--- config.mk ---
export PLATFORM = sky130hd
export DESIGN_NAME = gpu_fb_writer
export DESIGN_NICKNAME = d
export VERILOG_FILES = /design/src/rtl/gpu_fb_writer_pkg.sv /design/src/rtl/gpu_fb_writer_sync_fifo.sv /design/src/rtl/gpu_fb_writer.sv
export SDC_FILE = /design/constraint.sdc
export NUM_CORES = 1
export LEC_CHECK = 0
export CAP_MARGIN = 20
export CORE_MARGIN = 2
export CORE_UTILIZATION = 32
export DETAILED_ROUTE_END_ITERATION = 10
export PLACE_DENSITY = 0.56
export SLEW_MARGIN = 5
export SYNTH_ARGS = -nofsm -noshare
export SYNTH_HDL_FRONTEND = slang
export SYNTH_SLANG_ARGS = --single-unit
--- constraint.sdc ---
create_clock -name iClock -period 3.4 [get_ports iClock]
set_clock_uncertainty 0.05 [all_clocks]
set_input_delay 1.02 -clock iClock [delete_from_list [all_inputs] [get_ports iClock]]
set_output_delay 1.02 -clock iClock [all_outputs]
set_load 0.01 [all_outputs]
--- src/rtl/gpu_fb_writer_pkg.sv ---
// Shared definitions for the background renderer frame buffer writer.
// Holds frame buffer geometry, the writer FSM encoding and the helper
// that turns a (line, block) tag into a byte offset inside the frame.
package gpu_fb_writer_pkg;

  localparam int FB_LINE_BYTES      = 40;
  localparam int FB_LINES           = 144;
  localparam int FB_BLOCKS_PER_LINE = 20;
  localparam int FB_OFF_W           = 14;

  // Byte offset of the hi byte of the very last word of a frame
  // (line 143, block 19); its lo byte lands on the last frame byte.
  localparam logic [FB_OFF_W-1:0] FB_LAST_WORD_OFF =
    FB_OFF_W'((FB_LINES - 1) * FB_LINE_BYTES + (FB_BLOCKS_PER_LINE - 1) * 2);

  typedef enum logic [1:0] {
    fbw_idle = 2'd0,
    fbw_hi   = 2'd1,
    fbw_lo   = 2'd2
  } fbw_state_t;

  // LY*40 + block*2 built from shifts so no multiplier is inferred.
  function automatic logic [FB_OFF_W-1:0] fbWordOffset(input logic [7:0] ly,
                                                       input logic [4:0] block);
    logic [FB_OFF_W-1:0] lyExt;
    logic [FB_OFF_W-1:0] blockExt;
    lyExt    = {6'd0, ly};
    blockExt = {9'd0, block};
    return (lyExt << 5) + (lyExt << 3) + (blockExt << 1);
  endfunction

endpackage

--- src/rtl/gpu_fb_writer_sync_fifo.sv ---
// sync_fifo: single-clock FIFO with show-ahead read data.
// Ports:
//   iClock, iReset     clock and async active-high reset
//   iClear             synchronous flush, wins over push/pop
//   iPush, iPushData   write side
//   iPop, oPopData     read side; oPopData is the current head entry
//   oCount, oFull, oEmpty  occupancy, derived from the registered count
module sync_fifo #(
  parameter int WIDTH = 30,
  parameter int DEPTH = 4
) (
  input  logic                     iClock,
  input  logic                     iReset,
  input  logic                     iClear,
  input  logic                     iPush,
  input  logic [WIDTH-1:0]         iPushData,
  input  logic                     iPop,
  output logic [WIDTH-1:0]         oPopData,
  output logic [$clog2(DEPTH):0]   oCount,
  output logic                     oFull,
  output logic                     oEmpty
);

  localparam int PTR_W = $clog2(DEPTH);

  logic [WIDTH-1:0] r_mem [DEPTH];
  logic [PTR_W-1:0] r_wrPtr;
  logic [PTR_W-1:0] r_rdPtr;
  logic [PTR_W:0]   r_count;
  logic             w_doPush;
  logic             w_doPop;

  assign oFull    = (r_count == (PTR_W+1)'(DEPTH));
  assign oEmpty   = (r_count == '0);
  assign oCount   = r_count;
  assign oPopData = r_mem[r_rdPtr];

  assign w_doPush = iPush & ~oFull & ~iClear;
  assign w_doPop  = iPop & ~oEmpty & ~iClear;

  // Storage carries no reset; validity is tracked by the count alone.
  always_ff @(posedge iClock) begin
    if (w_doPush) r_mem[r_wrPtr] <= iPushData;
  end

  // Pointers wrap naturally since DEPTH is a power of two.
  always_ff @(posedge iClock or posedge iReset) begin
    if (iReset) begin
      r_wrPtr <= '0;
      r_rdPtr <= '0;
      r_count <= '0;
    end else if (iClear) begin
      r_wrPtr <= '0;
      r_rdPtr <= '0;
      r_count <= '0;
    end else begin
      if (w_doPush) r_wrPtr <= r_wrPtr + PTR_W'(1);
      if (w_doPop)  r_rdPtr <= r_rdPtr + PTR_W'(1);
      case ({w_doPush, w_doPop})
        2'b10:   r_count <= r_count + (PTR_W+1)'(1);
        2'b01:   r_count <= r_count - (PTR_W+1)'(1);
        default: r_count <= r_count;
      endcase
    end
  end

endmodule

--- src/rtl/gpu_fb_writer.sv ---
// gpu_fb_writer: buffers tagged 16-bit pixel words (8 pixels x 2bpp) and
// writes each one into the 160x144 2bpp frame buffer as two byte writes.
// Ports:
//   iClock, iReset                    clock, async active-high reset
//   iPixelWord/LY/Block, iPixelValid  producer word, tag and offer
//   oPixelReady                       FIFO not full
//   iClear                            synchronous flush of FIFO, FSM, error
//   oFramBufferWe/Addr/Data           registered byte write port
//   oFrameDone                        pulse after the last frame byte
//   oError                            sticky out-of-range drop flag
module gpu_fb_writer
  import gpu_fb_writer_pkg::*;
#(
  parameter logic [15:0] FB_BASE    = 16'h0000,
  parameter int          FIFO_DEPTH = 4
) (
  input  logic        iClock,
  input  logic        iReset,
  input  logic [15:0] iPixelWord,
  input  logic [7:0]  iPixelLY,
  input  logic [4:0]  iPixelBlock,
  input  logic        iPixelValid,
  output logic        oPixelReady,
  input  logic        iClear,
  output logic        oFramBufferWe,
  output logic [15:0] oFramBufferAddr,
  output logic [7:0]  oFramBufferData,
  output logic        oFrameDone,
  output logic        oError
);

  localparam int CNT_W   = $clog2(FIFO_DEPTH) + 1;
  localparam int ENTRY_W = 16 + FB_OFF_W;

  logic                 w_inRange;
  logic                 w_accept;
  logic                 w_push;
  logic                 w_pop;
  logic                 w_full;
  logic                 w_empty;
  logic [CNT_W-1:0]     w_count;
  logic [ENTRY_W-1:0]   w_pushEntry;
  logic [ENTRY_W-1:0]   w_popEntry;
  logic [15:0]          w_popWord;
  logic [FB_OFF_W-1:0]  w_popOff;
  logic [15:0]          w_popAddr;

  fbw_state_t           r_state;
  fbw_state_t           w_nextState;
  logic                 w_startWord;
  logic                 w_nextWe;
  logic [15:0]          w_nextAddr;
  logic [7:0]           w_nextData;
  logic                 w_nextDone;

  logic [15:0]          r_loAddr;
  logic [7:0]           r_loData;
  logic                 r_loLast;

  assign w_inRange   = (iPixelLY < 8'(FB_LINES)) && (iPixelBlock < 5'(FB_BLOCKS_PER_LINE));
  assign oPixelReady = (w_count < CNT_W'(FIFO_DEPTH));
  assign w_accept    = iPixelValid & oPixelReady;
  assign w_push      = w_accept & w_inRange & ~iClear & ~w_full;
  assign w_pushEntry = {iPixelWord, fbWordOffset(iPixelLY, iPixelBlock)};

  assign w_popWord = w_popEntry[ENTRY_W-1:FB_OFF_W];
  assign w_popOff  = w_popEntry[FB_OFF_W-1:0];
  assign w_popAddr = FB_BASE + {{(16-FB_OFF_W){1'b0}}, w_popOff};

  sync_fifo #(
    .WIDTH (ENTRY_W),
    .DEPTH (FIFO_DEPTH)
  ) u_fifo (
    .iClock    (iClock),
    .iReset    (iReset),
    .iClear    (iClear),
    .iPush     (w_push),
    .iPushData (w_pushEntry),
    .iPop      (w_pop),
    .oPopData  (w_popEntry),
    .oCount    (w_count),
    .oFull     (w_full),
    .oEmpty    (w_empty)
  );

  // FSM state register.
  always_ff @(posedge iClock or posedge iReset) begin
    if (iReset) r_state <= fbw_idle;
    else        r_state <= w_nextState;
  end

  // Next state and next values of the registered write port. The state
  // names describe which byte is currently on the outputs, so popping
  // a word loads its hi byte and entering LO loads the held lo byte.
  always_comb begin
    w_nextState = r_state;
    w_startWord = 1'b0;
    w_nextWe    = 1'b0;
    w_nextAddr  = oFramBufferAddr;
    w_nextData  = oFramBufferData;
    w_nextDone  = 1'b0;
    case (r_state)
      fbw_idle: begin
        if (!w_empty) w_startWord = 1'b1;
      end
      fbw_hi: begin
        w_nextState = fbw_lo;
        w_nextWe    = 1'b1;
        w_nextAddr  = r_loAddr;
        w_nextData  = r_loData;
      end
      fbw_lo: begin
        w_nextDone = r_loLast;
        if (!w_empty) w_startWord = 1'b1;
        else          w_nextState = fbw_idle;
      end
      default: w_nextState = fbw_idle;
    endcase
    if (w_startWord) begin
      w_nextState = fbw_hi;
      w_nextWe    = 1'b1;
      w_nextAddr  = w_popAddr;
      w_nextData  = w_popWord[15:8];
    end
    if (iClear) begin
      w_nextState = fbw_idle;
      w_startWord = 1'b0;
      w_nextWe    = 1'b0;
      w_nextDone  = 1'b0;
    end
  end

  assign w_pop = w_startWord;

  // Registered write port plus the lo-byte holding registers.
  always_ff @(posedge iClock or posedge iReset) begin
    if (iReset) begin
      oFramBufferWe   <= 1'b0;
      oFramBufferAddr <= '0;
      oFramBufferData <= '0;
      oFrameDone      <= 1'b0;
      r_loAddr        <= '0;
      r_loData        <= '0;
      r_loLast        <= 1'b0;
    end else begin
      oFramBufferWe   <= w_nextWe;
      oFramBufferAddr <= w_nextAddr;
      oFramBufferData <= w_nextData;
      oFrameDone      <= w_nextDone;
      if (w_startWord) begin
        r_loAddr <= w_popAddr + 16'd1;
        r_loData <= w_popWord[7:0];
        r_loLast <= (w_popOff == FB_LAST_WORD_OFF);
      end
    end
  end

  // Sticky drop flag; a flush clears it even if a bad word arrives alongside.
  always_ff @(posedge iClock or posedge iReset) begin
    if (iReset)                        oError <= 1'b0;
    else if (iClear)                   oError <= 1'b0;
    else if (w_accept && !w_inRange)   oError <= 1'b1;
  end

endmodule

==> impl_metrics.csv, run 1 <==
group,metric,value,unit
setup_path,crit_family,"adder cells",
timing,rsz0062_at_grt,"false",
timing,min_period,3.305,ns
setup_path,critPathCaptureType,"register",
logic_synthesis,synth.most_common_cell,"edfxtp_1",
global_route,grt_pass1_wl,22.60,mm
setup_path,crit_path_end,"u_fifo.r_mem[1][12]",
global_route,antenna_found_initial,0,
finish,drive_gt1_share,19.81,%
finish,synthToLayoutAreaGrowth,25.25,%
place,gp_congestion,0.7609,
setup_path,r2r_setup_slack,1.05,ns
logic_synthesis,async_flop_share,32.95,%
finish,register_area,4911,µm²
place,dpl_cell_area,8293,µm²
timing,fin_hold_ws,0.4238,ns
setup_path,cp.arrival,3.43,ns
clock_tree,clock_sinks,173,
finish,design_area,8932,µm²
detailed_routing,wl_per_cell,17.57,µm
setup_path,cp.depth,11,
setup_path,crit_buf_inv,4,
clock_tree,cts-buffers-inserted,17,
power,p_leak,3.318,nW
timing,clock.fmax,302.6,MHz
place,io_buffers,58,
finish,multi_input_area,2068,µm²
timing,tightest_slew,1.013,ns
clock_tree,clk_pin_slew,0.06,ns
logic_synthesis,synth_common_cells,"edfxtp_1 (116), dfrtp_1 (57), nand2_1 (36), nor2_1 (34), mux2_2 (22)",
clock_tree,cts_tree,"done",
detailed_routing,antenna_left,0,
logic_synthesis,syn-cell-area,7132,µm²
setup_path,rr_worst_depth,7,
logic_synthesis,yosysTopAreaCell,"edfxtp_1",
setup_path,cp-startpoint,"iPixelBlock[4]",
floorplan,rows,54,
job,drv_cap,0,
finish,final_nets,577,
detailed_routing,drt_first_pass_iters,4,
timing,finalSetupTns,0,ns
clock_tree,cts-root-buf,"clkbuf_16",
detailed_routing,viasPerCell,4.757,
logic_synthesis,ys.flop_type,"edfxtp_1",
detailed_routing,wirelength,14.32,mm
global_route,grt_pass1_vias,4044,
place,place_hpwl,9.736,mm
global_route,gr-total-overflow,0,
clock_tree,ctsLongestPathBuffers,2,
finish,num_antenna_cells,0,
timing,hold_viol,0,
detailed_routing,vias,3877,
setup_path,crit_required,3.53,ns
detailed_routing,drc,0,
setup_path,crit_fanout,4,
logic_synthesis,synth_seq_cells,173,
logic_synthesis,yosysSeqAreaShare,68.84,%
power,ir_drop,0.0002820,V
logic_synthesis,synth_top_cell_area_share,48.84,%
timing,worst_slack,0.09477,ns
logic_synthesis,synth_cell_types,42,
global_route,grt_max_degree,42,
floorplan,dieArea,23500,µm²
logic_synthesis,syn_area_per_cell,16.47,µm²
timing,setup_violations,0,
worst_hold_path,hold_path_class,"reg -> reg",
floorplan,fp.dieH,153.3,µm
detailed_routing,drt-initial-drc-count,167,
clock_tree,cts_max_level,4,
timing,drv_slew,0,
setup_path,crit_path_cell_trace,"clkdlybuf4s50_1 > inv_1 > fa_1 > fa_1 > nor2b_1 > o21ai_0 > a21boi_1 > buf_4 > o21ai_0 > xnor2_1 > buf_4",
clock_tree,insertion_delay,0.42,ns
floorplan,initial_core_util,32.68,%
setup_path,start_kind,"input port",
global_route,grtUsageTotal,12.77,%
setup_path,cp_slowest_cell,"fa_1",
setup_path,reg2reg_to,"u_fifo.oCount[2]",
power,power_density,768.1,nW/µm²
timing,period_share,97.21,%
logic_synthesis,netlist_instances,433,
place,pre_cts_ws,-0.3921,ns
finish,nFillCells,1965,
logic_synthesis,ys_warn_count,0,
status,run_status,"completed",
clock_tree,hold_buffers,0,
floorplan,die_w,153.3,µm
floorplan,ioPinCount,61,
setup_path,path_class,"in -> reg",
logic_synthesis,synth.top_cells.by_area,"edfxtp_1 (49%), dfrtp_1 (20%), mux4_2 (5.7%)",
setup_path,r2r_start,"u_fifo.oCount[0]",
floorplan,core_area,21820,µm²
logic_synthesis,synth-edff-count,116,
timing,relSlewSlack,32.23,%
setup_path,max_stage_delay,0.52,ns
[flip-flops by register name, summed over array words and instances, names as in the netlist]
| register | flops |
|---|---|
| r_state | 2 |
| oFramBufferWe | 1 |
| oError | 1 |
| u_fifo.r_rdPtr | 2 |
| u_fifo.r_mem | 116 |
| oFramBufferAddr | 14 |
| r_loData | 8 |
| r_loLast | 1 |
| u_fifo.oCount | 3 |
| r_loAddr | 14 |
| oFrameDone | 1 |
| oFramBufferData | 8 |
| u_fifo.r_wrPtr | 2 |
[metal layers]
metal  track usage, %  share of wire (%)  wire, µm  up-vias
li1                 -                  -         -     1816
met1            15.82                 43      6197     1979
met2            21.96                 53      7611       69
met3            2.835                2.6       367       13
met4            4.674               0.99       142        0
met5                0                  0         0        -
[layout by cell type, fill, tap and decap left out, types with 3 or more instances in the layout]
| cell type | n |
|---|---|
| dfrtp_1 | 56 |
| nor3_1 | 6 |
| nand2_1 | 36 |
| fa_1 | 3 |
| mux4_2 | 18 |
| mux2_2 | 22 |
| buf_12 | 9 |
| mux4_1 | 11 |
| a31oi_1 | 7 |
| edfxtp_1 | 116 |
| clkdlybuf4s50_1 | 58 |
| a21oi_1 | 3 |
| o21ai_0 | 11 |
| buf_4 | 21 |
| and2_1 | 4 |
| clkinv_2 | 6 |
| o22ai_1 | 8 |
| bufinv_16 | 5 |
| ha_1 | 19 |
| nor2_1 | 34 |
| clkbuf_16 | 17 |
| nand2b_1 | 4 |
| xnor2_1 | 7 |
| a22oi_1 | 8 |
| inv_1 | 14 |
[worst min-delay path by stage]
stage / startpoint / to / slack [ns] / cells after the start
3_3_place_gp: r_loAddr[0] / r_loAddr[0] / 0.40 / 1
5_1_grt: r_loAddr[0] / r_loAddr[0] / 0.46 / 1
2_1_floorplan: r_loAddr[0] / r_loAddr[0] / 0.38 / 1
4_1_cts: r_loAddr[0] / r_loAddr[0] / 0.43 / 1
3_5_place_dp: r_loAddr[0] / r_loAddr[0] / 0.42 / 1
6_report: r_loAddr[0] / r_loAddr[0] / 0.42 / 1
[worst reg2reg max path, delay by kind of cell, from the launching register on]
kind,cells,cell delay [ns]
AND/OR/NAND/NOR,5,1.28
flip-flops,1,0.42
adder cells (fa/ha/maj),1,0.39
AO/OA/AOI/OAI,1,0.10
[stage by stage]
step	util, %	total power, mW	instances
after floorplan	-	4.098	434
after global placement	38.00	4.824	782
after detailed placement	38.00	4.882	782
after CTS	40.88	6.949	814
after global routing	40.93	7.223	815
final	40.93	6.861	815
[logic make-up after synthesis]
group,count (synthesis),share of synthesized area [%]
DFF,173,68.84
buffers and inverters,34,2.263
AOI/OAI and AO/OA,45,3.965
muxes,52,13.35
adders and majority gates,22,4.176
and+or+nand+nor,97,6.246
other,1,0.05258
xor gates and xnor gates,9,1.105
[power by group]
part | switching, mW | internal (mW) | leakage (nW)
registers | 0.247 | 2.62 | 1.73
clock network | 0.760 | 1.29 | 0.307
logic | 0.965 | 0.974 | 1.28
[layout make-up]
class,count,area share (%)
well taps,280,3.922
clock buffers,18,4.805
repair buffers,88,10.28
multi-input cells,227,23.15
flip-flops and latches,173,54.98
clock inverters,14,2.227
inverters,15,0.6303
[what timing repair did]
item / 4_1_cts / 5_1_grt
endpoints found under the setup margin: 0 / 16
resized for setup: 0 / 2
buffers inserted: 0 / 1
(Power assumes the default switching activity.)
==> inputs of run 2 (changes only) <==
--- a/config.mk
+++ b/config.mk
@@ -6,10 +6,9 @@
 export NUM_CORES = 1
 export LEC_CHECK = 0
 export CAP_MARGIN = 20
-export CORE_MARGIN = 2
-export CORE_UTILIZATION = 32
+export CORE_UTILIZATION = 40
 export DETAILED_ROUTE_END_ITERATION = 10
-export PLACE_DENSITY = 0.56
+export PLACE_DENSITY = 0.66
 export SLEW_MARGIN = 5
 export SYNTH_ARGS = -nofsm -noshare
 export SYNTH_HDL_FRONTEND = slang
==> run 2 against run 1 <==
Against the previous run: power fell by 2.0%; worst setup slack better by 0.081 ns; first-iteration DRC count shrank 9.6%; via count is 2.6% higher; clock power fell by 5%; combinational power about the same; utilization rose by 10 points; global-route usage increased by 3.9 points; highest routed layer unchanged.
==> impl_metrics.csv, run 2 (same netlist as run 1, synthesis figures left out) <==
group,metric,value,unit
timing,min_period,3.224,ns
timing,relSlewSlack,58.85,%
timing,period_share,94.83,%
global_route,antenna_found_initial,0,
power,p_leak,3.305,nW
worst_hold_path,hp-start,"r_loAddr[0]",
setup_path,start_kind,"input port",
floorplan,rows,48,
finish,final_nets,576,
detailed_routing,wl_per_cell,18.16,µm
global_route,top_usage_layer,"met2",
finish,reg.largest.list,"u_fifo.r_mem x116, oFramBufferAddr x14, r_loAddr x14",
global_route,grt_pass1_vias,4126,
global_route,gr-total-overflow,0,
timing,setup_violations,0,
clock_tree,cts-buffers-inserted,17,
finish,top_register,"u_fifo.r_mem",
global_route,grt_max_degree,58,
global_route,use_met3,3.330,%
finish,final_util,50.93,%
floorplan,die_w,135.5,µm
finish,layout.cells.non_filler,759,
finish,num_antenna_cells,0,
detailed_routing,drt_first_pass_iters,4,
clock_tree,ctsLongestPathBuffers,2,
setup_path,cp.arrival,3.39,ns
status,run_status,"completed",
timing,rsz0062_at_grt,"false",
detailed_routing,vias,3978,
detailed_routing,drc,0,
clock_tree,clock_sinks,173,
setup_path,reg2reg_to,"u_fifo.oCount[2]",
clock_tree,cts_max_level,4,
setup_path,critPathCaptureType,"register",
setup_path,r2r_setup_slack,1.02,ns
global_route,grt_pass1_wl,22.18,mm
global_route,gr-usage-met1,19.64,%
finish,nFillCells,1437,
power,power_density,760.5,nW/µm²
setup_path,cp_slowest_cell,"fa_1",
setup_path,path_class,"in -> reg",
clock_tree,insertion_delay,0.43,ns
place,io_buffers,58,
clock_tree,cts-root-buf,"clkbuf_16",
clock_tree,cts_tree,"done",
detailed_routing,drt-initial-drc-count,151,
floorplan,ioPinCount,61,
setup_path,rr_worst_depth,7,
setup_path,r2r_start,"u_fifo.oCount[0]",
clock_tree,hold_buffers,0,
place,gp_congestion,0.7593,
floorplan,core_area,17360,µm²
power,ir_drop,0.0004113,V
clock_tree,cts_resized,0,
setup_path,crit_fanout,4,
detailed_routing,viasPerCell,5.241,
finish,drive_gt1_share,20.04,%
job,drv_cap,0,
finish,final_cell_mix,"edfxtp_1 (116), clkdlybuf4s50_1 (58), dfrtp_1 (56), nand2_1 (36), nor2_1 (34)",
floorplan,dieArea,18370,µm²
timing,tightest_slew,0.6149,ns
place,place_hpwl,9.267,mm
detailed_routing,wirelength,13.79,mm
finish,synthToLayoutAreaGrowth,23.95,%
worst_hold_path,hold_depth,1,
timing,drv_slew,0,
finish,layout_commonest_cell,"edfxtp_1",
global_route,grtUsageTotal,16.64,%
timing,clock.fmax,310.1,MHz
floorplan,fp.dieH,135.5,µm
setup_path,max_stage_delay,0.53,ns
timing,fin_hold_ws,0.4307,ns
setup_path,crit_path_cell_trace,"clkdlybuf4s50_1 > inv_1 > fa_1 > fa_2 > nor2b_1 > o21ai_1 > a21boi_1 > buf_4 > o21ai_0 > xnor2_1",
worst_hold_path,min_delay_worst_endpoint,"r_loAddr[0]",
setup_path,crit_required,3.57,ns
clock_tree,post_cts_buffers,0,
place,place_inst,727,
detailed_routing,antenna_left,0,
timing,finalSetupTns,0,ns
clock_tree,clk_pin_slew,0.06,ns
floorplan,initial_core_util,41.09,%
timing,hold_viol,0,
finish,largest_register_ffs,116,
worst_hold_path,hold_path_class,"reg -> reg",
global_route,met2_usage,29.40,%
-- run 2: cell types whose count changed in the layout (fill, tap and decap cells not counted), sizes merged --
| cell | change |
|---|---|
| buf | -1 |
| clkbuf | +4 |
| clkinv | +1 |
| bufinv | -3 |
| clkinvlp | -2 |
-- run 2: area by class of cell --
class | instances | area [µm²] | area share [%]
timing repair buffer | 87 | 910.9 | 10.30
clock inverter | 10 | 110.1 | 1.246
multi-input combinational | 227 | 2074 | 23.47
sequential | 173 | 4911 | 55.56
inverter | 15 | 56.30 | 0.6369
clock buffer | 22 | 495.5 | 5.605
tap | 225 | 281.5 | 3.185
-- run 2: how the worst max path moves through the flow --
stage | cells after the start | end | from | slack (ns)
2_1_floorplan | 8 | u_fifo.r_mem[0][12] | iPixelLY[0] | 0.24
3_3_place_gp | 10 | u_fifo.r_mem[0][12] | iPixelLY[0] | -0.30
3_5_place_dp | 10 | u_fifo.r_mem[0][12] | iPixelLY[0] | -0.39
4_1_cts | 10 | u_fifo.r_mem[0][12] | iPixelLY[0] | 0.06
5_1_grt | 10 | u_fifo.r_mem[0][12] | iPixelLY[2] | 0.04
6_report | 10 | u_fifo.r_mem[0][12] | iPixelBlock[4] | 0.18
-- run 2: power by group --
part / total, mW / switching (mW) / internal, mW
sequential: 2.85 / 0.231 / 2.62
combinational: 1.93 / 0.958 / 0.973
clock: 1.94 / 0.758 / 1.18
-- run 2: routing by layer --
layer,part of all wire (%),vias to the layer above
met5,0,-
met4,1.7,0
met3,3.1,20
met2,54,83
met1,41,2061
li1,-,1814
-- run 2: worst max-delay path, delay by kind of cell --
family,cells,cell delay (ns)
fa+ha+maj,2,0.94
buf+inv,3,0.67
compound gates,3,0.34
xor+xnor,1,0.31
simple gates,1,0.13
-- run 2: per-stage QoR --
step | instance area [µm²] | power [mW] | worst slack (ns)
finish | 8840 | 6.722 | 0.1757
detailed placement | 8224 | 4.841 | -0.3926
CTS | 8830 | 6.806 | 0.06086
global route | 8840 | 7.077 | 0.03584
global placement | 8224 | 4.763 | -0.3038
floorplan | 7136 | 4.098 | 0.2391
==> inputs of run 3 (changes only) <==
--- a/config.mk
+++ b/config.mk
@@ -8,7 +8,7 @@
 export CAP_MARGIN = 20
 export CORE_UTILIZATION = 40
 export DETAILED_ROUTE_END_ITERATION = 10
-export PLACE_DENSITY = 0.66
+export PLACE_DENSITY = 0.67
 export SLEW_MARGIN = 5
 export SYNTH_ARGS = -nofsm -noshare
 export SYNTH_HDL_FRONTEND = slang
==> run 3 against run 2 <==
Against the previous run: flip-flop and latch count unchanged; non-clock buffer count rose by 1; highest routed layer unchanged; die area unchanged; largest cell class unchanged; register-to-register slack barely moved; largest power group unchanged; worst setup slack worse by 0.022 ns.
==> impl_metrics.csv, run 3 (same netlist as run 1, synthesis figures left out) <==
group,metric,value,unit
detailed_routing,drc,0,
setup_path,crit_path_cell_trace,"clkdlybuf4s50_1 > inv_1 > fa_1 > fa_2 > nor2b_1 > o21ai_0 > a21boi_1 > buf_4 > o21ai_0 > xnor2_1",
finish,layout.cells.non_filler,760,
detailed_routing,vias,3988,
clock_tree,cts_tree,"done",
setup_path,critPathCaptureType,"register",
finish,reg.largest.list,"u_fifo.r_mem x116, oFramBufferAddr x14, r_loAddr x14",
global_route,grtUsageTotal,17.03,%
clock_tree,insertion_delay,0.42,ns
detailed_routing,antenna_left,0,
setup_path,cp_common_cell,"o21ai_0",
global_route,grt_pass1_vias,4182,
floorplan,dieArea,18370,µm²
finish,final_nets,577,
floorplan,initial_core_util,41.09,%
timing,relSlewSlack,51.94,%
clock_tree,clk_pin_slew,0.06,ns
power,power_density,768.8,nW/µm²
status,run_status,"completed",
detailed_routing,drt_first_pass_iters,4,
clock_tree,cts_max_level,4,
floorplan,core_area,17360,µm²
finish,layout_commonest_cell,"edfxtp_1",
job,drv_cap,0,
place,place_inst,728,
clock_tree,cts-root-buf,"clkbuf_16",
floorplan,rows,48,
timing,finalSetupTns,0,ns
global_route,grt_max_degree,28,
clock_tree,ctsLongestPathBuffers,2,
global_route,antenna_found_initial,0,
finish,num_antenna_cells,0,
detailed_routing,wl_per_cell,18.42,µm
place,io_buffers,58,
place,gp_congestion,0.7550,
power,p_leak,3.294,nW
detailed_routing,wirelength,14.00,mm
timing,clock.fmax,308.0,MHz
setup_path,cp.arrival,3.41,ns
detailed_routing,drt-initial-drc-count,239,
setup_path,crit_required,3.56,ns
detailed_routing,viasPerCell,5.247,
setup_path,path_class,"in -> reg",
setup_path,crit_fanout,4,
finish,largest_register_ffs,116,
clock_tree,hold_buffers,0,
floorplan,ioPinCount,61,
finish,top_register,"u_fifo.r_mem",
timing,drv_slew,0,
timing,period_share,95.49,%
setup_path,max_stage_delay,0.53,ns
timing,hold_viol,0,
timing,tightest_slew,0.7209,ns
worst_hold_path,hold_path_class,"reg -> reg",
setup_path,start_kind,"input port",
clock_tree,clock_sinks,173,
timing,setup_violations,0,
global_route,grt_pass1_wl,22.71,mm
finish,drive_gt1_share,20.00,%
floorplan,fp.dieH,135.5,µm
place,place_hpwl,9.460,mm
floorplan,die_w,135.5,µm
place,pre_cts_ws,-0.3318,ns
global_route,gr-total-overflow,0,
clock_tree,cts-buffers-inserted,17,
power,ir_drop,0.0004136,V
timing,rsz0062_at_grt,"false",
finish,nFillCells,1413,
setup_path,cp_slowest_cell,"fa_1",
timing,min_period,3.247,ns
finish,synthToLayoutAreaGrowth,23.46,%
finish,final_cell_mix,"edfxtp_1 (116), clkdlybuf4s50_1 (58), dfrtp_1 (56), nand2_1 (36), nor2_1 (34)",
timing,worst_slack,0.1534,ns
==> run 3: cell count changes in the layout (fill, tap and decap cells not counted), sizes merged <==
cell	delta
inv	+1
clkinvlp	+3
clkinv	-4
clkbuf	-1
buf	+1
bufinv	+1
==> run 3: layout make-up <==
class                      instances  area, µm²  area share (%)
clock buffer                      21      470.5           5.343
clock inverter                    11      138.9           1.577
inverter                          15      56.30          0.6395
multi-input combinational        227       2078           23.60
sequential                       173       4911           55.78
tap                              225      281.5           3.197
timing repair buffer              88      868.3           9.862
==> run 3: worst paths after layout <==
path | startpoint | endpoint | slack, ns | cells past startpoint
worst max-delay path | iPixelBlock[4] | u_fifo.r_mem[1][12] | 0.15 | 10
worst min-delay path | r_loAddr[0] | r_loAddr[0] | 0.42 | 1
worst max register to register | u_fifo.oCount[0] | u_fifo.oCount[2] | 1.03 | 7
worst min register to register | r_loAddr[0] | r_loAddr[0] | 0.42 | 1
max in group asynchronous | iReset | r_loAddr[12] | 1.78 | 3
min in group asynchronous | iReset | r_loAddr[6] | 0.95 | 2
==> run 3: stage by stage <==
stage	hold WS [ns]	area, µm²	total power, mW	util, %
2_1_floorplan	0.3846	7136	4.098	-
3_3_place_gp	0.4021	8182	4.786	47.14
3_5_place_dp	0.4070	8182	4.854	47.14
4_1_cts	0.4237	8791	6.821	50.65
5_1_grt	0.4356	8805	7.115	50.73
6_report	0.4204	8805	6.769	50.73
==> run 3: repair_timing <==
item,CTS,global route
setup endpoints to repair,0,10
buffers inserted,0,0
resized for setup,0,4
==> run 3: where the power goes <==
group          leakage (nW)  internal (mW)  switching (mW)
logic                  1.27          0.970           0.953
registers              1.73           2.62           0.259
clock network         0.291           1.21           0.757
total                  3.29           4.80            1.97
==> run 3: per-layer routing <==
metal,vias to the layer above,part of all wire (%),global-route usage [%]
met5,-,0,0
met1,2058,44,21.95
met3,17,4.0,3.479
met2,89,50,28.21
li1,1824,-,-
met4,0,1.5,6.929
==> run 3: worst max-delay path, delay by kind of cell <==
| kind | cells | cell delay [ns] |
|---|---|---|
| adders and majority gates | 2 | 0.94 |
| buffers and inverters | 3 | 0.67 |
| AOI/OAI and AO/OA | 3 | 0.37 |
| and+or+nand+nor | 1 | 0.10 |
| xor gates and xnor gates | 1 | 0.31 |
